<file path="config.mk">
export PLATFORM = sky130hd
export DESIGN_NAME = cpu_clk_ctrl
export DESIGN_NICKNAME = d
export VERILOG_FILES = /design/src/rtl/cpu_clk_ctrl_pkg.sv /design/src/rtl/btn_debounce.sv /design/src/rtl/cpu_clk_ctrl.sv
export SDC_FILE = /design/constraint.sdc
export NUM_CORES = 1
export LEC_CHECK = 0
export ABC_AREA = 0
export BUFFER_PORTS_ARGS = -buffer_cell sky130_fd_sc_hd__buf_2
export CORE_UTILIZATION = 58
export CTS_BUF_LIST = sky130_fd_sc_hd__clkbuf_8
export DETAILED_ROUTE_END_ITERATION = 8
export PLACE_DENSITY = 0.8
export SYNTH_ARGS = -nofsm -noshare
export SYNTH_HDL_FRONTEND = slang
export SYNTH_SLANG_ARGS = --single-unit
</file>
<file path="constraint.sdc">
create_clock -name clk -period 3.5 [get_ports clk]
set_input_delay 0.35 -clock clk [delete_from_list [all_inputs] [get_ports clk]]
set_output_delay 0.35 -clock clk [all_outputs]
set_load 0.005 [all_outputs]
</file>
<file path="src/rtl/cpu_clk_ctrl_pkg.sv">
// Shared encodings for the CPU clock-enable sequencer: mode selects, sequencer
// states and the debug view of the sequencer.
package cpu_clk_ctrl_pkg;

  typedef enum logic [1:0] {
    MODE_HALT = 2'b00,
    MODE_RUN  = 2'b01,
    MODE_DIV  = 2'b10,
    MODE_STEP = 2'b11
  } mode_t;

  typedef enum logic {
    ST_POR    = 1'b0,
    ST_ACTIVE = 1'b1
  } state_t;

  typedef struct packed {
    state_t state;
    mode_t  mode;
    logic   db_level;
  } dbg_t;

endpackage

</file>
<file path="src/rtl/btn_debounce.sv">
// Push-button conditioner: 2-FF synchroniser followed by a stability counter.
// A level change is accepted after DB_CYC consecutive cycles of the new value.
module btn_debounce #(
  parameter int DB_CYC = 16
) (
  input  logic i_clk,
  input  logic i_rst,
  input  logic i_btn,
  output logic o_level,
  output logic o_rise
);

  localparam int CW = $clog2(DB_CYC);
  localparam logic [CW-1:0] CNT_LAST = CW'(DB_CYC - 1);

  logic          r_sync1;
  logic          r_sync2;
  logic          r_level;
  logic          r_rise;
  logic [CW-1:0] r_cnt;

  always_ff @(posedge i_clk) begin
    if (i_rst) begin
      r_sync1 <= 1'b0;
      r_sync2 <= 1'b0;
      r_level <= 1'b0;
      r_rise  <= 1'b0;
      r_cnt   <= '0;
    end else begin
      r_sync1 <= i_btn;
      r_sync2 <= r_sync1;
      r_rise  <= 1'b0;
      // Any sample equal to the accepted level restarts the stability window.
      if (r_sync2 == r_level) begin
        r_cnt <= '0;
      end else if (r_cnt == CNT_LAST) begin
        r_level <= r_sync2;
        r_rise  <= r_sync2;
        r_cnt   <= '0;
      end else begin
        r_cnt <= r_cnt + CW'(1);
      end
    end
  end

  assign o_level = r_level;
  assign o_rise  = r_rise;

endmodule

</file>
<file path="src/rtl/cpu_clk_ctrl.sv">
// Clock-enable and reset sequencer for the CPU: power-on reset stretch, then a
// single-cycle cpu_ce strobe in halt, free-run, divided or step-burst mode.
import cpu_clk_ctrl_pkg::*;

module cpu_clk_ctrl #(
  parameter int DIV_W   = 16,
  parameter int BURST_W = 8,
  parameter int DB_CYC  = 16,
  parameter int POR_CYC = 16,
  parameter int CNT_W   = 32
) (
  input  logic               clk,
  input  logic               rst,
  input  logic [1:0]         mode,
  input  logic [DIV_W-1:0]   div,
  input  logic               step_btn,
  input  logic [BURST_W-1:0] burst,
  output logic               cpu_ce,
  output logic               cpu_rst,
  output logic               busy,
  output logic [CNT_W-1:0]   cycle_cnt,
  output dbg_t               dbg
);

  localparam int PW = $clog2(POR_CYC + 1);
  localparam logic [PW-1:0] POR_LAST = PW'(POR_CYC - 1);

  state_t             r_state;
  logic [PW-1:0]      r_por_cnt;
  mode_t              r_mode;
  logic [DIV_W-1:0]   r_dcnt;
  logic [BURST_W-1:0] r_rem;
  logic               r_busy;
  logic               r_ce;
  logic               r_cpu_rst;
  logic [CNT_W-1:0]   r_cycle_cnt;

  state_t             w_state_n;
  logic [PW-1:0]      w_por_cnt_n;
  logic [DIV_W-1:0]   w_dcnt_n;
  logic [BURST_W-1:0] w_rem_n;
  logic               w_busy_n;
  logic               w_ce_n;
  logic               w_cpu_rst_n;
  logic [CNT_W-1:0]   w_cycle_cnt_n;
  logic               w_mode_chg;
  logic [BURST_W-1:0] w_burst_eff;
  logic               w_db_level;
  logic               w_press;

  btn_debounce #(.DB_CYC(DB_CYC)) u_btn_debounce (
    .i_clk   (clk),
    .i_rst   (rst),
    .i_btn   (step_btn),
    .o_level (w_db_level),
    .o_rise  (w_press)
  );

  assign w_mode_chg  = (mode_t'(mode) != r_mode);
  assign w_burst_eff = (burst == '0) ? BURST_W'(1) : burst;

  always_ff @(posedge clk) begin
    if (rst) begin
      r_state     <= ST_POR;
      r_por_cnt   <= '0;
      r_mode      <= MODE_HALT;
      r_dcnt      <= '0;
      r_rem       <= '0;
      r_busy      <= 1'b0;
      r_ce        <= 1'b0;
      r_cpu_rst   <= 1'b1;
      r_cycle_cnt <= '0;
    end else begin
      r_state     <= w_state_n;
      r_por_cnt   <= w_por_cnt_n;
      r_mode      <= mode_t'(mode);
      r_dcnt      <= w_dcnt_n;
      r_rem       <= w_rem_n;
      r_busy      <= w_busy_n;
      r_ce        <= w_ce_n;
      r_cpu_rst   <= w_cpu_rst_n;
      r_cycle_cnt <= w_cycle_cnt_n;
    end
  end

  always_comb begin
    w_state_n   = r_state;
    w_por_cnt_n = r_por_cnt;
    w_dcnt_n    = '0;
    w_rem_n     = '0;
    w_busy_n    = 1'b0;
    w_ce_n      = 1'b0;
    w_cpu_rst_n = 1'b1;
    if (r_state == ST_POR) begin
      if (r_por_cnt == POR_LAST) begin
        w_state_n   = ST_ACTIVE;
        w_cpu_rst_n = 1'b0;
      end else begin
        w_por_cnt_n = r_por_cnt + PW'(1);
      end
    end else begin
      w_cpu_rst_n = 1'b0;
      w_dcnt_n    = r_dcnt;
      w_rem_n     = r_rem;
      w_busy_n    = r_busy;
      // The cycle after a mode change is a dead cycle that clears the counters.
      if (w_mode_chg) begin
        w_dcnt_n = '0;
        w_rem_n  = '0;
        w_busy_n = 1'b0;
      end else begin
        case (r_mode)
          MODE_RUN: w_ce_n = 1'b1;
          MODE_DIV: begin
            if (r_dcnt >= div) begin
              w_ce_n   = 1'b1;
              w_dcnt_n = '0;
            end else begin
              w_dcnt_n = r_dcnt + DIV_W'(1);
            end
          end
          MODE_STEP: begin
            // r_rem counts strobes still owed after the one being issued.
            if (r_busy) begin
              if (r_rem != '0) begin
                w_ce_n  = 1'b1;
                w_rem_n = r_rem - BURST_W'(1);
              end else begin
                w_busy_n = 1'b0;
              end
            end else if (w_press) begin
              w_ce_n   = 1'b1;
              w_busy_n = 1'b1;
              w_rem_n  = w_burst_eff - BURST_W'(1);
            end
          end
          default: w_ce_n = 1'b0;
        endcase
      end
    end
    w_cycle_cnt_n = w_cpu_rst_n ? '0 : r_cycle_cnt + CNT_W'(w_ce_n);
  end

  assign cpu_ce       = r_ce;
  assign cpu_rst      = r_cpu_rst;
  assign busy         = r_busy;
  assign cycle_cnt    = r_cycle_cnt;
  assign dbg.state    = r_state;
  assign dbg.mode     = r_mode;
  assign dbg.db_level = w_db_level;

endmodule
</file>
# [Word level (Yosys, flattened, before mapping)]
# Cells that the tools add are included.
[word_totals] input_bits=29 out_inout_bits=39 elab_cells=59 ff_bits=75
[classes] addsub=6 magnitude_cmp=1 n_bitwise=4 n_reduce_logical=10 n_mux=16 n_eq_ne=8
[ops] op="$add 32x1->32" count=1
[ops] op="$mux 8" count=4
[ops] op="$add 16x1->16 const B" count=1
[ops] op="$ge 16x16->1" count=1
[ops] op="$mux 16" count=1
[ops] op="$sub 8x1->8 const B" count=2
[ops] op="$mux 1" count=10
[ops] op="$reduce_or 3->1" count=3
[ops] op="$logic_not 8->1" count=1
[ops] op="$reduce_bool 8->1" count=1
[ops] op="$add 5x1->5 const B" count=1
[ops] op="$eq 5x4->1 const B" count=1
[ops] op="$add 4x1->4 const B" count=1
[ops] op="$eq 2x2->1 const B" count=2
[ops] op="$eq 4x4->1 const B" count=1
[ops] op="$not 1->1" count=4
[ops] op="$reduce_and 2->1" count=2
[ops] op="$pmux 1 s3" count=1
[ops] op="$reduce_and 3->1" count=1
[ops] op="$eq 2x1->1 const B" count=1
[ops] op="$ne 2x1->1 const B" count=1
[ops] op="$ne 2x2->1" count=1
[ops] op="$reduce_bool 2->1" count=1
[ops] op="$reduce_or 2->1" count=1
[ops] op="$eq 1x1->1" count=1

# [Depth between registers and ports, before layout]
[logic_depth] depth_word=7 mapped_depth=14 ltp_nobuf=13

# [Cells and area by module]
# Synthesis repeated with hierarchy kept, for this count alone.
[unflattened] hier_cells=461 hier_area_um2=3955.0
[modules_own_cells] module="cpu_clk_ctrl" seq_area_each_um2=1341.3 cells_each=436 area_per_inst_um2=3673.5 instances=1
[modules_own_cells] module="btn_debounce" seq_area_each_um2=160.2 cells_each=25 area_per_inst_um2=281.5 instances=1

# [Worst setup path before layout]
# Ideal clock, no wire load.
[synth_path] path_type="input to register" startpoint="in div[6]" endpoint="reg r_cycle_cnt[10] (netlist: cycle_cnt[10])" setup_ns=0.127 setup_slack_ns=0.761 t_arrival_ns=2.612 path_stages=14 path_buffers=1 required_time_ns=3.373 cell_sequence="inv_1 ha_1 a21o_1 a221oi_1 o21ai_1 a41oi_1 o21ai_0 ha_1 ha_1 and3_1 buf_2 and3_1 xnor2_1 nor2_1"
[synth_between] elab_chain_cells=6
[synth_lines] item="start: declaration" line_no="cpu_clk_ctrl.sv:15" text="input logic [DIV_W-1:0] div,"
[synth_lines] item="$ge 16x16->1" line_no="cpu_clk_ctrl.sv:115" text="if (r_dcnt >= div) begin"
[synth_lines] item="$mux 1" line_no="cpu_clk_ctrl.sv:115"
[synth_lines] item="$pmux 1 s3" line_no="cpu_clk_ctrl.sv:112" text="case (r_mode)"
[synth_lines] item="$mux 1" line_no="cpu_clk_ctrl.sv:107" text="if (w_mode_chg) begin"
[synth_lines] item="$mux 1" line_no="cpu_clk_ctrl.sv:94" text="if (r_state == ST_POR) begin"
[synth_lines] item="net w_ce_n" line_no="cpu_clk_ctrl.sv:43" text="logic w_ce_n;"
[synth_lines] item="$add 32x1->32" line_no="cpu_clk_ctrl.sv:141" text="w_cycle_cnt_n = w_cpu_rst_n ? '0 : r_cycle_cnt + CNT_W'(w_ce_n);"
[synth_lines] item="end signal: assignment" line_no="cpu_clk_ctrl.sv:82" text="r_cycle_cnt <= w_cycle_cnt_n;"
[synth_lines] item="end: declaration" line_no="cpu_clk_ctrl.sv:36" text="logic [CNT_W-1:0] r_cycle_cnt;"
# The timed path passes the listed nets, and every way through them passes these cells.
# A chain may end at the register's enable or synchronous reset.

# [Worst setup path after layout]
[layout_path] startpoint="reg r_dcnt[6]" endpoint="reg r_cycle_cnt[27] (netlist: cycle_cnt[27])"
[layout_between] elab_chain_cells=6
[layout_lines] item="start: declaration" line_no="cpu_clk_ctrl.sv:31" text="logic [DIV_W-1:0] r_dcnt;"
[layout_lines] item="start signal: assignment" line_no="cpu_clk_ctrl.sv:77" text="r_dcnt <= w_dcnt_n;"
[layout_lines] item="$ge 16x16->1" line_no="cpu_clk_ctrl.sv:115"
[layout_lines] item="$mux 1" line_no="cpu_clk_ctrl.sv:115"
[layout_lines] item="$pmux 1 s3" line_no="cpu_clk_ctrl.sv:112"
[layout_lines] item="$mux 1" line_no="cpu_clk_ctrl.sv:107"
[layout_lines] item="$mux 1" line_no="cpu_clk_ctrl.sv:94"
[layout_lines] item="net w_ce_n" line_no="cpu_clk_ctrl.sv:43"
[layout_lines] item="$add 32x1->32" line_no="cpu_clk_ctrl.sv:141"
# The timed path passes the listed nets, and every way through them passes these cells.

==> run summary <==
status - complete, no violations
clock latency at the later pin of the worst-skew pair - 340 ps
setup violators final - 0
Synth cell types - 64
Final Cycle Share - 91.09%
Num CTS Buffers - 9
power per cell area - 362.5 mW/mm^2
CTS tree - built
most common cell after layout, fill and taps aside - dfxtp_1
Ys Warns - 0
synth-to-layout area growth - 14.48%
crit path from - r_dcnt[6]
pre-CTS setup slack - 254.3 ps
Syn Inst Count - 462
Crit path largest cell delay - 450 ps
Synth Register Bits - 75
Yosys top cell area share - 37.04%
mean post-synth cell area - 8.775 sq um
1st-pass router iterations - 4
fin. max-slew vios - 0
critical path capture point type - register
NumNets Final - 574
initial antenna violation count - 0
final cell count without fillers - 607
Routed wire per std cell - 14.33 um
most frequent cells in the layout - dfxtp_1 (75), buf_2 (67), nor2_1 (49)
register area share after synthesis - 37.04%
Worst IR Drop VDD - 0.2822 mV
clock buffer depth - 2
Mapped Nets - 514
Cell Rows - 30
first-pass GRT wire length - 14510 um
Starting Density - 60.00%
critical path cell sequence - ha_1 > and3_1 > o211ai_1 > o21ai_1 > a41oi_1 > o21ai_0 > ha_1 > and2_0 > and3_1 > nand4_1 > or2_1 > a21oi_1
post-synthesis async set-or-reset flop share - 0%
vias per cell - 5.853
FF-to-FF End - cycle_cnt[27]
R2R cell count - 12
min cycle time layout - 3188 ps
RSZ-0062 raised after global routing - no
Hold Path Class - in2reg
share of layout cells above drive strength 1 - 21.06%
Die W - 85.61 um
max cap viols - 0
vias in the first global route - 3281
core area - 0.006756 sq mm
routed vias - 3553
HPWL after DPL - 6140 um
CP Max Fanout - 10
DRT iter0 DRCs - 138
top_reg_cell synth - dfxtp_1
setup tns final - 0 ps
slowest CP cell - and3_1
drt total wl - 8699 um
largest net degree at the start of global routing - 32
Setup crit start kind - register
r2r startpoint - r_dcnt[6]
fmax - 313.7 MHz
Placer Congestion - 0.8262
Post CTS Setup Buffer Count - 0
gr usage total - 24.49%
total grt overflow - 0
CP top delay family - simple AND/OR/NAND/NOR gates
WP depth - 12
worst path bufs/invs - 0
Final ANT Viol Nets - 0
die span in y - 85.61 um
Lkg Pwr - 0.001869 uW
PnR worst setup slack - 312.0 ps
# diodes - 0
# IOs - 68
Area contributors post-synth - dfxtp_1 (37%), ha_1 (7.1%), xor2_1 (5.8%)
Crit Path Class - reg2reg
clk root buf - clkbuf_8
Synth area leader - dfxtp_1
clock skew - 8.073 ps
clk slew on worst S/H paths - 80 ps
Max-slew headroom - 50.12%
DRC Markers - 0
port buffer count - 67
worst setup path endpoint - cycle_cnt[27]
die area - 0.007328 sq mm
r2r setup slk - 310 ps
Post-synth EDFFs - 0
final hold vios - 0
Post-Syn Area - 0.004054 sq mm
H-tree levels - 3
Req. time, crit path - 3760 ps
Placed Cells - 591
CTS Sinks - 75
WP data arrival - 3450 ps
Worst Tran Pin Value - 748.3 ps
[worst register-to-register path: stages, from the launching register on]
cell,delay (ps)
dfxtp_1,370
ha_1,310
and3_1,180
o211ai_1,90
o21ai_1,190
a41oi_1,180
o21ai_0,270
ha_1,230
and2_0,300
and3_1,460
nand4_1,160
or2_1,230
a21oi_1,140
[metal layers]
layer	vias up	share of wire (%)	track usage, %
met4	0	1.4	11.36
met5	-	0	0
met3	14	3.6	3.850
met2	88	49	41.31
li1	1761	-	-
met1	1690	46	30.82
[stage by stage]
step	power [uW]	utilization (%)	hold slack, ps	instance area (sq um)
floorplan	925.7	-	413.8	4054
global placement	954.5	65.31	418.7	4413
detailed placement	958.8	65.31	431.0	4413
CTS	1695	68.67	199.8	4639
global route	1746	68.69	199.1	4641
finish	1682	68.69	215.9	4641
[worst min-delay path by stage]
stage	from	endpoint	slack [ps]	cells past startpoint
after global routing	step_btn	u_btn_debounce.r_sync1	200	2
after CTS	step_btn	u_btn_debounce.r_sync1	200	2
after global placement	u_btn_debounce.r_sync1	u_btn_debounce.r_sync2	420	1
after detailed placement	u_btn_debounce.r_sync1	u_btn_debounce.r_sync2	430	1
after floorplan	u_btn_debounce.r_sync1	u_btn_debounce.r_sync2	410	1
final	step_btn	u_btn_debounce.r_sync1	220	2
[cell usage after synthesis (4+ instances only)]
| cell type | instances |
|---|---|
| inv_1 | 26 |
| nor2b_1 | 6 |
| nand2_1 | 28 |
| nand3_1 | 19 |
| o211ai_1 | 5 |
| a211oi_2 | 8 |
| dfxtp_1 | 75 |
| nand4_1 | 17 |
| clkbuf_1 | 7 |
| xnor2_1 | 21 |
| o21ai_0 | 13 |
| nor3_1 | 11 |
| a21oi_1 | 19 |
| a211oi_1 | 9 |
| mux2i_1 | 5 |
| or3_1 | 4 |
| buf_2 | 9 |
| nor2_1 | 49 |
| and3_1 | 12 |
| and2_1 | 7 |
| xor2_1 | 27 |
| ha_1 | 23 |
[report_power, final]
group          internal (uW)  switching [uW]  leakage, uW  total, uW
logic                   34.4            41.0      0.00115       75.3
registers                858            6.10     0.000606        864
clock network            421             322     0.000108        743
[final cells by class]
type	count	area [sq um]
multi-input combinational	339	2350
timing repair buffer	71	365.4
fill	543	2116
tap	80	100.1
inverter	26	97.59
clock inverter	6	88.84
clock buffer	10	137.6
sequential	75	1501
[registers in the layout (all words and copies together), names as in the netlist]
name,count
busy,1
cpu_ce,1
cpu_rst,1
cycle_cnt,32
r_dcnt,16
r_mode,2
r_por_cnt,5
r_rem,8
r_state,1
u_btn_debounce.o_level,1
u_btn_debounce.o_rise,1
u_btn_debounce.r_cnt,4
u_btn_debounce.r_sync1,1
u_btn_debounce.r_sync2,1
[logic make-up after synthesis]
group | Yosys count | synth area share, %
buf+inv | 48 | 5.092
fa+ha+maj | 23 | 7.099
simple gates | 181 | 24.32
mux | 7 | 1.790
compound gates | 80 | 14.29
xor+xnor | 48 | 10.37
flops | 75 | 37.04
[repair_timing]
item                       CTS  global route
setup endpoints to repair    0             1
hold buffers                 0             0
resized for setup            0             1
(Power assumes the default switching activity.)
